===== src/rtl/nes_ctrl_pkg.sv =====
// Shared front-panel definitions: controller state encoding and select-button constants.
// Latency: n/a (types, constants and a pure function only).
// Backpressure: n/a.
package nes_ctrl_pkg;

    localparam int NUM_SEL = 4;

    typedef enum logic [2:0] {
        ST_IDLE    = 3'd0,
        ST_ARMED   = 3'd1,
        ST_FIRE    = 3'd2,
        ST_WAIT_LO = 3'd3,
        ST_WAIT_HI = 3'd4
    } state_t;

    // Lowest-numbered asserted select line wins when several are held together.
    function automatic logic [1:0] lowest_sel(input logic [NUM_SEL-1:0] sel);
        logic [1:0] code;
        code = '0;
        for (int i = NUM_SEL - 1; i >= 0; i--) begin
            if (sel[i]) begin
                code = 2'(i);
            end
        end
        return code;
    endfunction

endpackage


===== src/rtl/btn_debounce.sv =====
// One raw active-low button: 2-flop synchronizer followed by a saturating stability counter.
// Latency: 2 sync clocks plus 2^DB_BITS consecutive clocks of a changed level before stable_n follows.
// Backpressure: none; the input is free-running and the output is a level.
module btn_debounce #(
    parameter int DB_BITS = 16
) (
    input  logic clock,
    input  logic reset,
    input  logic raw_n,
    output logic stable_n
);

    logic               sync_1;
    logic               sync_2;
    logic [DB_BITS-1:0] db_cnt;

    // Bring the asynchronous button into the clock domain; released (1) out of reset.
    always_ff @(posedge clock) begin
        if (reset) begin
            sync_1 <= 1'b1;
            sync_2 <= 1'b1;
        end else begin
            sync_1 <= raw_n;
            sync_2 <= sync_1;
        end
    end

    // Count clocks the synced level disagrees with the accepted level; accept it once the counter saturates.
    always_ff @(posedge clock) begin
        if (reset) begin
            stable_n <= 1'b1;
            db_cnt   <= '0;
        end else if (sync_2 == stable_n) begin
            db_cnt   <= '0;
        end else if (db_cnt == '1) begin
            stable_n <= sync_2;
            db_cnt   <= '0;
        end else begin
            db_cnt   <= db_cnt + 1'b1;
        end
    end

endmodule


===== src/rtl/rom_select.sv =====
// Front-panel ROM selector: debounced select/shift buttons choose a slot and request a flash reload.
// Latency: reload/index update one clock after the ARMED->FIRE decision; busy is decoded from state.
// Backpressure: button activity is ignored while a reload is in flight (FIRE/WAIT_LO/WAIT_HI).
module rom_select
    import nes_ctrl_pkg::*;
#(
    parameter int DB_BITS      = 16,
    parameter int LOAD_TIMEOUT = 255
) (
    input  logic       clock,
    input  logic       reset,
    input  logic [4:0] btn_n,
    input  logic       load_done,
    output logic [3:0] index,
    output logic       reload,
    output logic       busy
);

    localparam logic [7:0] TMO_LAST = 8'(LOAD_TIMEOUT - 1);

    logic [4:0] stable_n;
    logic [4:0] pressed;
    logic       sel_any;
    logic       fire_go;
    state_t     state;
    state_t     state_nxt;
    logic [2:0] cand;
    logic [7:0] tmo_cnt;

    for (genvar i = 0; i < 5; i++) begin : g_btn
        btn_debounce #(
            .DB_BITS (DB_BITS)
        ) u_btn_debounce (
            .clock    (clock),
            .reset    (reset),
            .raw_n    (btn_n[i]),
            .stable_n (stable_n[i])
        );
    end

    assign pressed = ~stable_n;
    assign sel_any = |pressed[NUM_SEL-1:0];
    assign fire_go = (state == ST_ARMED) && (state_nxt == ST_FIRE);

    // Next-state: arm on any select press, fire on full release, then wait for the loader handshake.
    always_comb begin
        state_nxt = state;
        case (state)
            ST_IDLE: begin
                if (sel_any) begin
                    state_nxt = ST_ARMED;
                end
            end
            ST_ARMED: begin
                if (!sel_any) begin
                    state_nxt = ST_FIRE;
                end
            end
            ST_FIRE: begin
                state_nxt = ST_WAIT_LO;
            end
            ST_WAIT_LO: begin
                if (!load_done) begin
                    state_nxt = ST_WAIT_HI;
                end else if (tmo_cnt == TMO_LAST) begin
                    state_nxt = ST_IDLE;
                end
            end
            ST_WAIT_HI: begin
                if (load_done) begin
                    state_nxt = ST_IDLE;
                end
            end
            default: begin
                state_nxt = ST_IDLE;
            end
        endcase
    end

    // State register.
    always_ff @(posedge clock) begin
        if (reset) begin
            state <= ST_IDLE;
        end else begin
            state <= state_nxt;
        end
    end

    // Track the most recent select/shift combination while armed; hold it once all selects release.
    always_ff @(posedge clock) begin
        if (reset) begin
            cand <= '0;
        end else if ((state == ST_ARMED) && sel_any) begin
            cand <= {pressed[4], lowest_sel(pressed[NUM_SEL-1:0])};
        end
    end

    // Timeout for load_done to drop; restarts from zero each time WAIT_LO is entered.
    always_ff @(posedge clock) begin
        if (reset) begin
            tmo_cnt <= '0;
        end else if ((state == ST_WAIT_LO) && (state_nxt == ST_WAIT_LO)) begin
            tmo_cnt <= tmo_cnt + 1'b1;
        end else begin
            tmo_cnt <= '0;
        end
    end

    // Registered reload pulse and slot index, both presented during the FIRE clock.
    always_ff @(posedge clock) begin
        if (reset) begin
            reload <= 1'b0;
            index  <= '0;
        end else begin
            reload <= fire_go;
            if (fire_go) begin
                index <= {1'b0, cand};
            end
        end
    end

    assign busy = (state == ST_FIRE) || (state == ST_WAIT_LO) || (state == ST_WAIT_HI);

endmodule

===== config.mk =====
export PLATFORM = sky130hd
export DESIGN_NAME = rom_select
export DESIGN_NICKNAME = d
export VERILOG_FILES = /design/src/rtl/nes_ctrl_pkg.sv /design/src/rtl/btn_debounce.sv /design/src/rtl/rom_select.sv
export SDC_FILE = /design/constraint.sdc
export NUM_CORES = 1
export LEC_CHECK = 0
export CAP_MARGIN = 20
export CORE_ASPECT_RATIO = 0.5
export CORE_MARGIN = 4
export CORE_UTILIZATION = 60
export CTS_BUF_LIST = sky130_fd_sc_hd__clkbuf_4
export DETAILED_ROUTE_END_ITERATION = 10
export HOLD_SLACK_MARGIN = 0.1
export PLACE_DENSITY = 0.78
export SYNTH_ARGS = -nofsm -noshare
export SYNTH_HDL_FRONTEND = slang
export SYNTH_SLANG_ARGS = --single-unit

===== constraint.sdc =====
create_clock -name clock -period 4.65 [get_ports clock]
set_clock_uncertainty 0.05 [all_clocks]
set_input_delay 1.395 -clock clock [delete_from_list [all_inputs] [get_ports clock]]
set_output_delay 1.395 -clock clock [all_outputs]
set_load 0.02 [all_outputs]

# ---- Word level (Yosys, flattened, before mapping)
# Cells that the tools add are included.
dict set report word_totals {
  wordCells 83
  out_inout_bits 6
  register_bits 113
}
dict set report op_classes {
  muxes 10
  eq_ne 17
  add_sub_neg 6
  n_reduce_logical 18
  bitwise_logic 7
}
# op n
set op_table {}
lappend op_table {{16-bit by 1-bit adder with 16-bit output, second input constant} 5}
lappend op_table {{16-bit equality test, second input constant} 5}
lappend op_table {{3-bit two-way mux} 5}
lappend op_table {{3-bit one-hot mux with 5 select lines} 1}
lappend op_table {{3-bit OR reduction} 5}
lappend op_table {{3-bit by 2-bit equality test with 1-bit output, second input constant} 4}
lappend op_table {{2-bit AND reduction} 5}
lappend op_table {{8-bit by 1-bit adder with 8-bit output, second input constant} 1}
lappend op_table {{8-bit equality test, second input constant} 1}
lappend op_table {{2-bit two-way mux} 4}
lappend op_table {{1-bit NOT} 6}
lappend op_table {{1-bit equality test} 5}
lappend op_table {{5-bit NOT} 1}
lappend op_table {{4-bit OR reduction} 1}
lappend op_table {{3-bit by 1-bit equality test with 1-bit output, second input constant} 1}
lappend op_table {{3-bit equality test, second input constant} 1}
lappend op_table {{1-bit logical AND} 3}
lappend op_table {{3-bit logical NOT} 1}
lappend op_table {{1-bit logical OR} 2}
lappend op_table {{2-bit OR reduction} 1}

# ---- Longest topological paths before layout
# Gate-level depths: netlist of the first run.
dict set report logic_depth {
  word_depth 8
  ltp_mapped 7
}

# ---- Modules after synthesis
# A second synthesis of the first run with hierarchy kept.
dict set report unflattened {
  hier_cells 527
  hier_area_um2 5098.6
}
# module area_per_inst_um2 instances cells_per_inst seq_area_each_um2
set by_module_without_submodules {}
lappend by_module_without_submodules {btn_debounce 859.6 5 87 380.4}
lappend by_module_without_submodules {rom_select 800.8 1 92 360.3}

# ---- Worst setup path after synthesis of the first run
# OpenSTA, ideal clock, no wires.
dict set report synth_path {
  path_kind {input-to-reg}
  start {input reset}
  end {register g_btn[1].u_btn_debounce.db_cnt[10]}
  required_time_ps 4472
  arrival_ps 2342
  stages 6
  path_buffers 2
  slack_ps 2130
  setup_ps 128
  path_cell_list {clkbuf_1 inv_1 nand2_1 a31o_2 clkbuf_1 nor2_1}
}
dict set report synth_via {
  elab_chain_cells 1
}
# item line
set synth_lines {}
lappend synth_lines {{start, declared} rom_select.sv:11} ;# input logic reset,
lappend synth_lines {{3-bit OR reduction (no source line)} --}
lappend synth_lines {{end signal, assigned} btn_debounce.sv:39} ;# db_cnt <= db_cnt + 1'b1;
lappend synth_lines {{end, declared} btn_debounce.sv:15} ;# logic [DB_BITS-1:0] db_cnt;
# Every way passes these cells.
# A chain may end at the register's enable or synchronous reset.

# ---- Final worst setup path of the first run
dict set report layout_path {
  start {register state[1]}
  end {output busy}
}
dict set report layout_via {
  elab_chain_cells 3
  elab_cells_between_ends 5
  cone_classes {eq/ne: 3; reduce/logical: 2}
}
# item line
set layout_lines {}
lappend layout_lines {{start, declared} rom_select.sv:25} ;# state_t state;
lappend layout_lines {{start signal, assigned} rom_select.sv:85} ;# state <= state_nxt;
lappend layout_lines {{3-bit by 2-bit equality test with 1-bit output} rom_select.sv:122} ;# assign busy = (state == ST_FIRE) || (state == ST_WAIT_LO) || (state == ST_WAIT_HI);
lappend layout_lines {{1-bit logical OR} rom_select.sv:122}
lappend layout_lines {{1-bit logical OR (*)} rom_select.sv:122}
lappend layout_lines {{end, declared} rom_select.sv:16} ;# output logic busy
# Every way passes the cells marked *; elsewhere a longest branch is shown, timed or not.

==> impl_metrics.toml, run 1 <==
[routing]
wirelength_um = 7626
dr.pass1.iters = 4
drc = 0
wl_met2_um = 3407
drtIter0Drc = 167
top_layer_used = "met4"
ant_nets = 0
vias_per_cell = 5.205
wl_met3_um = 284
vias = 3451
avgRoutedWirePerCell_um = 11.50
wl_met1_um = 3883

[floorplan]
rows = 22
chipWidth_um = 133.0
num_io_pins = 14
die_height_um = 70.51
die_area_um2 = 9378
core-area_um2 = 7460
start_util_pct = 62.85

[sta]
setup_violations = 0
fmax_mhz = 299.8
final.setup.tns_ns = 0
final.setup.worst_slack_ns = 1.315
worst_pin_slew_ns = 0.7847
grt_setup_unrepaired = "no"
relSlewSlack_pct = 47.33
slew_viol_final = 0
final_hold_viol_count = 0
min_period_over_period_pct = 71.72
finalCriticalPeriod_ns = 3.335

[global_routing]
antenna_found_initial = 0
grt_pass1_vias = 3182
grt_pass1_wl_um = 13830
grt_usage_pct = 18.30
overflow = 0
grt_max_degree = 17

[finish]
final_cell_mix = "dfxtp_1 (113), nor2_1 (102), xnor2_1 (46)"
nFillCells = 610
final_common_cell = "dfxtp_1"
final_core_util_pct = 68.90
nets = 558
drive_above_1_share_pct = 9.009
diodes = 0
syn_to_final_growth_pct = 9.634

[power_and_ir_drop]
power.net_switching_mw = 0.3631
pwr-share-comb_pct = 1.4
p_sw_share_pct = 21.45
p_leak_nw = 1.642
internal_power_mw = 1.330
ir_drop_v = 0.0001507
p_per_area_nw_per_um2 = 329.3
pwr-share-seq_pct = 57.6
p_clk_share_pct = 40.9

[clock_network]
cts_resized = 0
cts_setup_buffers = 0
cts_hold_buf = 0
cts-root-buf = "clkbuf_4"
cts_tree = "yes"
htreeDepth = 4
clockBufferDepth = 2
cts_made_buffers = 17
clk_pin_slew_ns = 0.09
clkSinkCount = 113
insertion_delay_ns = 0.51

[flow_run]
drv_cap = 0

[yosys]
postSynthCellCount = 525
yosys_warnings = 0
ys_seq_area_share_pct = 48.25
ys_ff_latch = 113
synth_area_per_cell_um2 = 8.930
synth-edff-count = 0
yosys.area.top_type = "dfxtp_1"
yosys-top-cells-area = "dfxtp_1 (48%), xnor2_1 (8.6%), nor2_1 (8.2%)"
synthArstFlopShare_pct = 0
synth_area_um2 = 4688
ys_types = 43
syn-num-nets = 540
synthFlopType = "dfxtp_1"
synth_top_area_share_pct = 48.25

[critical_path]
cp.buffers_inverters = 1
worstPathArrival_ns = 1.89
crit_slowest_cell = "clkdlybuf4s50_1"
path_delay_family = "buffers and inverters"
crit_path_max_incr_delay_ns = 0.59
start_kind = "flop"
required_ns = 3.20
r2r_slack_ns = 2.46
crit_fanout = 7
critPathCaptureType = "output port"
critPathKind = "reg2out"
path_cells = "nor2b_1 > a21o_1 > clkdlybuf4s50_1"

[placed_design]
dp_hpwl_um = 5175
portBuffers = 12
gp_congestion = 0.7774
preCtsSetupSlack_ns = 1.444

[worst_hold_path]
hold_path.class = "reg2reg"

[outcome]
status = "finished, final reports clean"
[cell type report]
class / instances / area, um2 / area share (%)
Clock buffer: 23 / 172.7 / 3.359
Clock inverter: 8 / 88.84 / 1.728
Sequential cell: 113 / 2262 / 44.01
Tap cell: 108 / 135.1 / 2.629
Multi-Input combinational cell: 379 / 2282 / 44.40
Inverter: 19 / 71.32 / 1.388
Timing Repair Buffer: 13 / 127.6 / 2.483
[path summary, 6_finish.rpt]
kind / startpoint / endpoint / cells past startpoint
max: state[1]$_SDFF_PP0_ / busy / 3
min: g_btn[0].u_btn_debounce.sync_1$_SDFF_PP1_ / g_btn[0].u_btn_debounce.sync_2$_SDFF_PP1_ / 1
max reg2reg: g_btn[3].u_btn_debounce.db_cnt[7]$_SDFF_PP0_ / g_btn[3].u_btn_debounce.db_cnt[5]$_SDFF_PP0_ / 4
min reg2reg: g_btn[0].u_btn_debounce.sync_1$_SDFF_PP1_ / g_btn[0].u_btn_debounce.sync_2$_SDFF_PP1_ / 1
[layer usage]
metal | vias up | GRT usage (%)
li1 | 1822 | -
met1 | 1590 | 23.36
met5 | - | 0
met3 | 7 | 7.770
met2 | 32 | 27.58
met4 | 0 | 7.258
[power by group through the flow]
stage	Sequential [mW]	Clock (mW)	Combinational (mW)
finish	0.975	0.693	0.0244
global route	0.976	0.769	0.0278
CTS	0.975	0.717	0.0248
detailed placement	0.998	0	0.0247
global placement	0.998	0	0.0243
floorplan	0.997	0	0.0166
[sequential cells by signal (all words and copies together), names as in the netlist]
register and cells:
g_btn.u_btn_debounce.db_cnt 80, tmo_cnt 8, g_btn.u_btn_debounce.stable_n 5, g_btn.u_btn_debounce.sync_1 5, g_btn.u_btn_debounce.sync_2 5, cand 3
index 3, state 3, reload 1
[cell usage after synthesis, types with 3 or more instances]
master / n
clkbuf_1: 7
a21oi_1: 11
nor2_1: 102
and2_1: 3
xnor2_1: 46
xor2_1: 30
o21ai_0: 4
nand4_1: 25
and3_1: 7
or3_1: 3
or2_2: 13
and4_1: 5
ha_1: 7
inv_1: 19
buf_2: 4
nor4_1: 16
dfxtp_1: 113
nand2_1: 29
nand3_1: 30
nor3_1: 17
mux2i_1: 5
[stage by stage]
step / hold WS (ns) / instance area, um2 / power (mW) / std cells
6_report: 0.3623 / 5140 / 1.693 / 663
5_1_grt: 0.3924 / 5140 / 1.773 / 663
4_1_cts: 0.3627 / 5140 / 1.717 / 663
2_1_floorplan: 0.3395 / 4688 / 1.014 / 525
3_3_place_gp: 0.3433 / 4878 / 1.022 / 632
3_5_place_dp: 0.3433 / 4878 / 1.023 / 632
[logic make-up after synthesis]
family,Yosys count,synth area share (%)
buffers and inverters,33,3.069
AND/OR/NAND/NOR,259,27.14
XOR/XNOR,76,14.20
adder cells (fa/ha/maj),7,1.868
AO/OA/AOI/OAI,31,4.324
flip-flops,113,48.25
other,1,0.07999
multiplexers,5,1.068
No activity file was read; power rests on OpenSTA's default activity.
==> run 2: changes to the inputs <==
clock period = 3.4 ns   (was 4.65 ns; I/O delays follow)
==> run 2 against run 1 <==
Against the previous run:
- largest power group unchanged
- clock power increased by 79%
- critical path type unchanged
- final cell count increased by 0.15%
- cell area increased by 2.1%
- sequential share of layout area decreased by 0.89 points
- combinational power increased by 37%
- flip-flop and latch count unchanged
- wire length increased by 2.6%
- sequential power increased by 36%
- setup slack got worse by 0.88 ns
==> impl_metrics.toml, run 2 (synthesis gave the netlist of run 1 again) <==
[outcome]
status = "finished, final reports clean"

[critical_path]
path_cells = "nor2b_1 > a21o_1 > clkdlybuf4s50_1"
critPathCaptureType = "output port"
crit_fanout = 7
start_kind = "flop"
critPathKind = "reg2out"
crit_path_max_incr_delay_ns = 0.59
required_ns = 2.33
worstPathArrival_ns = 1.89
crit_slowest_cell = "clkdlybuf4s50_1"

[finish]
nets = 558
syn_to_final_growth_pct = 11.90
diodes = 0
top_register = "g_btn.u_btn_debounce.db_cnt"
largest_register_ff_count = 80
final_core_util_pct = 70.33
drive_above_1_share_pct = 9.173
final_cells = 664
final_common_cell = "dfxtp_1"
final_area_um2 = 5246
reg_top3 = "g_btn.u_btn_debounce.db_cnt: 80 flops, tmo_cnt: 8 flops"
final_cell_mix = "dfxtp_1 (113), nor2_1 (102), xnor2_1 (46)"
nFillCells = 595

[sta]
slew_viol_final = 0
relSlewSlack_pct = 46.52
final.setup.worst_slack_ns = 0.4367
finalCriticalPeriod_ns = 2.963
grt_setup_unrepaired = "no"
min_period_over_period_pct = 87.15
final_hold_viol_count = 0
fmax_mhz = 337.5
setup_violations = 0
final.setup.tns_ns = 0
worst_pin_slew_ns = 0.7968

[routing]
ant_nets = 0
avgRoutedWirePerCell_um = 11.78
wirelength_um = 7822
dr.pass1.iters = 4
drtIter0Drc = 172
vias = 3457
drc = 0
vias_per_cell = 5.206

[clock_network]
clk_pin_slew_ns = 0.10
clkSinkCount = 113
cts_tree = "yes"
cts_resized = 0
cts_setup_buffers = 0
htreeDepth = 4
clockBufferDepth = 2
cts_hold_buf = 0
insertion_delay_ns = 0.50
cts_made_buffers = 17
cts-root-buf = "clkbuf_4"

[global_routing]
grt_max_degree = 19
grt_pass1_wl_um = 13660
grt_usage_pct = 17.88
grt_pass1_vias = 3172
overflow = 0
antenna_found_initial = 0

[floorplan]
die_area_um2 = 9378
num_io_pins = 14
start_util_pct = 62.85
die_height_um = 70.51
rows = 22
chipWidth_um = 133.0
core-area_um2 = 7460

[placed_design]
portBuffers = 12
gp_congestion = 0.7501
dp_cells = 632
dp_hpwl_um = 5164
preCtsSetupSlack_ns = 0.5757
dpl_cell_area_um2 = 4878

[power_and_ir_drop]
p_per_area_nw_per_um2 = 497.6
ir_drop_v = 0.0002607
p_leak_nw = 1.664

[worst_hold_path]
hold_path.class = "reg2reg"

[flow_run]
drv_cap = 0
[run 2: changes by cell type in the layout (fill, tap and decap cells not counted), sizes merged]
cell | before | now
bufinv | 2 | 6
clkinv | 6 | 4
clkbuf | 23 | 17
clkinvlp | 0 | 5
[run 2: where the power goes]
part | total, mW | switching (mW) | internal, mW
combinational | 0.0334 | 0.0180 | 0.0154
clock | 1.24 | 0.517 | 0.726
sequential | 1.33 | 0.00425 | 1.33
[run 2: area by class of cell]
cell class	count	area [um2]	area share, %
Inverter	19	71.32	1.359
Clock inverter	15	240.2	4.579
Clock buffer	17	127.6	2.433
Timing Repair Buffer	13	127.6	2.433
Sequential cell	113	2262	43.12
Multi-Input combinational cell	379	2282	43.50
Tap cell	108	135.1	2.576
[run 2: worst max-delay path: cells and delay by family, from the launching register on]
kind | cells | cell delay [ns]
buf+inv | 1 | 0.59
simple gates | 1 | 0.25
compound gates | 1 | 0.11
flops | 1 | 0.45
[run 2: final timing paths]
kind	end	slack (ns)	from	cells past startpoint
setup / recovery	busy	0.44	state[1]$_SDFF_PP0_	3
hold / removal	g_btn[0].u_btn_debounce.sync_2$_SDFF_PP1_	0.37	g_btn[0].u_btn_debounce.sync_1$_SDFF_PP1_	1
setup reg to reg	g_btn[3].u_btn_debounce.db_cnt[3]$_SDFF_PP0_	1.20	g_btn[3].u_btn_debounce.db_cnt[4]$_SDFF_PP0_	4
hold reg to reg	g_btn[0].u_btn_debounce.sync_2$_SDFF_PP1_	0.37	g_btn[0].u_btn_debounce.sync_1$_SDFF_PP1_	1
[run 2: per-stage QoR]
step	hold WS, ns	total power [mW]
finish	0.3673	2.611
floorplan	0.3395	1.386
global route	0.3867	2.696
CTS	0.3721	2.634
detailed placement	0.3484	1.399
global placement	0.3437	1.398
[run 2: metal layers]
metal  GRT usage, %  vias to the layer above  share of wire [%]
met4          7.258                        0                1.0
met1          22.91                     1598                 51
met2          27.98                       33                 45
met3          6.043                        7                3.2
li1               -                     1819                  -
met5              0                        -                  0
==> run 3: changes to the inputs <==
ABC_AREA = 1   (was unset)
CORE_MARGIN = 10   (was 4)
==> run 3 against run 2 <==
Against the previous run:
- maximum frequency is 3.8% higher
- synthesized cell count is 39% higher
- synthesized area is 12% higher
- critical endpoint unchanged
==> impl_metrics.toml, run 3 <==
[worst_hold_path]
hold_path.class = "reg2reg"

[critical_path]
crit_path_max_incr_delay_ns = 0.63
critPathKind = "reg2out"
path_cells = "inv_1 > o21ai_0 > clkdlybuf4s50_1"
crit_slowest_cell = "clkdlybuf4s50_1"
crit_fanout = 4
required_ns = 2.33
worstPathArrival_ns = 1.79
critPathCaptureType = "output port"
path_delay_family = "buffers and inverters"
cp.buffers_inverters = 2
start_kind = "flop"

[sta]
grt_setup_unrepaired = "no"
final_hold_viol_count = 0
min_period_over_period_pct = 83.99
finalCriticalPeriod_ns = 2.856
slew_viol_final = 0
fmax_mhz = 350.2
setup_violations = 0
final.setup.tns_ns = 0

[clock_network]
cts_tree = "yes"
cts-root-buf = "clkbuf_4"
cts_made_buffers = 17
htreeDepth = 4
clkSinkCount = 113
insertion_delay_ns = 0.51
cts_setup_buffers = 0
clockBufferDepth = 2
cts_resized = 0
cts_hold_buf = 0
clk_pin_slew_ns = 0.10

[finish]
nFillCells = 776
nets = 770
final_common_cell = "nand2_1"
top_register = "g_btn.u_btn_debounce.db_cnt"
diodes = 0
final_cell_mix = "nand2_1 (164), nor2_1 (150), dfxtp_1 (113)"
reg_top3 = "g_btn.u_btn_debounce.db_cnt: 80 flops, tmo_cnt: 8 flops"
syn_to_final_growth_pct = 8.512
drive_above_1_share_pct = 8.344
largest_register_ff_count = 80

[yosys]
synth-edff-count = 0
synth_top_area_share_pct = 42.99
ys_seq_area_share_pct = 42.99
synth_area_per_cell_um2 = 7.189
synth_common_cells = "nand2_1 (164), nor2_1 (150), dfxtp_1 (113), inv_1 (75), nand3_1 (43)"
synth_area_um2 = 5263
syn-num-nets = 747
synthFlopType = "dfxtp_1"
yosys.area.top_type = "dfxtp_1"
postSynthCellCount = 732
ys_ff_latch = 113
yosysMostFrequentCell = "nand2_1"
yosys-top-cells-area = "dfxtp_1 (43%), nand2_1 (12%), nor2_1 (11%)"
ys_types = 35
yosys_warnings = 0
synthArstFlopShare_pct = 0

[outcome]
status = "finished, final reports clean"

[floorplan]
chipWidth_um = 152.4
num_io_pins = 14
core-area_um2 = 8618
rows = 24
die_area_um2 = 13140
start_util_pct = 61.06
die_height_um = 86.23

[routing]
avgRoutedWirePerCell_um = 10.47
wirelength_um = 9257
vias_per_cell = 4.964
drtIter0Drc = 203
drc = 0
ant_nets = 0
dr.pass1.iters = 5
vias = 4388

[placed_design]
portBuffers = 12
gp_congestion = 0.8693
dp_hpwl_um = 6750

[power_and_ir_drop]
p_per_area_nw_per_um2 = 399.1
p_leak_nw = 1.919
total_power_mw = 2.279
ir_drop_v = 0.0002796

[global_routing]
grt_pass1_wl_um = 16480
grt_max_degree = 17
grt_usage_pct = 14.51
grt_pass1_vias = 4051
overflow = 0
antenna_found_initial = 0

[flow_run]
drv_cap = 0
## run 3: cell types whose count changed after synthesis, moves of 9 or more
cell / previous run / this run
xor2_1: 30 / 21
nor3_1: 17 / 3
a21oi_1: 11 / 35
xnor2_1: 46 / 17
nand3_1: 30 / 43
nor4_1: 16 / 0
o21ai_0: 4 / 18
nand2_1: 29 / 164
nor2_1: 102 / 150
inv_1: 19 / 75
## run 3: cell type report
type,instances,area [um2],area share (%)
clock buffer,20,150.1,2.629
clock inverter,11,96.34,1.687
inverter,77,289.0,5.061
multi-input combinational,533,2639,46.21
sequential,113,2262,39.61
tap,117,146.4,2.564
timing repair buffer,13,127.6,2.235
## run 3: per-layer routing
layer  track usage (%)  share of wire, %  up-vias
li1                  -                 -     2352
met4             5.852               1.3        0
met3             4.449               4.4       13
met1             17.18                49     1962
met5                 0                 0        -
met2             24.45                45       61
## run 3: kinds of logic (layout without fill, tap and decap cells)
logic type / after synthesis / after routing / synth area share [%]
simple gates: 428 / 428 / 35.85
fa+ha+maj: 7 / 7 / 1.664
xor+xnor: 39 / 39 / 6.633
flops: 113 / 113 / 42.99
other cells: 1 / 1 / 0.07126
buf+inv: 86 / 121 / 6.871
compound gates: 58 / 58 / 5.920
## run 3: path summary, 6_finish.rpt
path / slack (ns) / start / to / cells past startpoint
worst min register to register: 0.37 / g_btn[2].u_btn_debounce.sync_1$_SDFF_PP1_ / g_btn[2].u_btn_debounce.sync_2$_SDFF_PP1_ / 1
worst min-delay path: 0.37 / g_btn[2].u_btn_debounce.sync_1$_SDFF_PP1_ / g_btn[2].u_btn_debounce.sync_2$_SDFF_PP1_ / 1
worst max-delay path: 0.54 / state[1]$_SDFF_PP0_ / busy / 3
worst max register to register: 1.77 / g_btn[0].u_btn_debounce.db_cnt[0]$_SDFF_PP0_ / g_btn[0].u_btn_debounce.db_cnt[10]$_SDFF_PP0_ / 6
## run 3: metrics by stage
stage               util [%]  hold slack [ns]  cells  instance area, um2  worst slack (ns)
global placement       63.40           0.3420    853                5464            0.9830
global route           66.26           0.3840    884                5710            0.4174
detailed placement     63.40           0.3456    853                5464            0.9120
CTS                    66.26           0.3689    884                5710            0.5035
floorplan                  -           0.3395    732                5263             1.431
finish                 66.26           0.3681    884                5710            0.5442
## run 3: worst reg2reg max path: cells and delay by family, from the launching register on
kind	cells	cell delay (ns)
adders and majority gates	1	0.25
buffers and inverters	1	0.10
and+or+nand+nor	3	0.39
AOI/OAI and AO/OA	1	0.36
DFF	1	0.37
## run 3: power by group
group | switching, mW | internal, mW
Clock | 0.472 | 0.437
Sequential | 0.00410 | 1.33
Combinational | 0.0204 | 0.0160
Total | 0.496 | 1.78
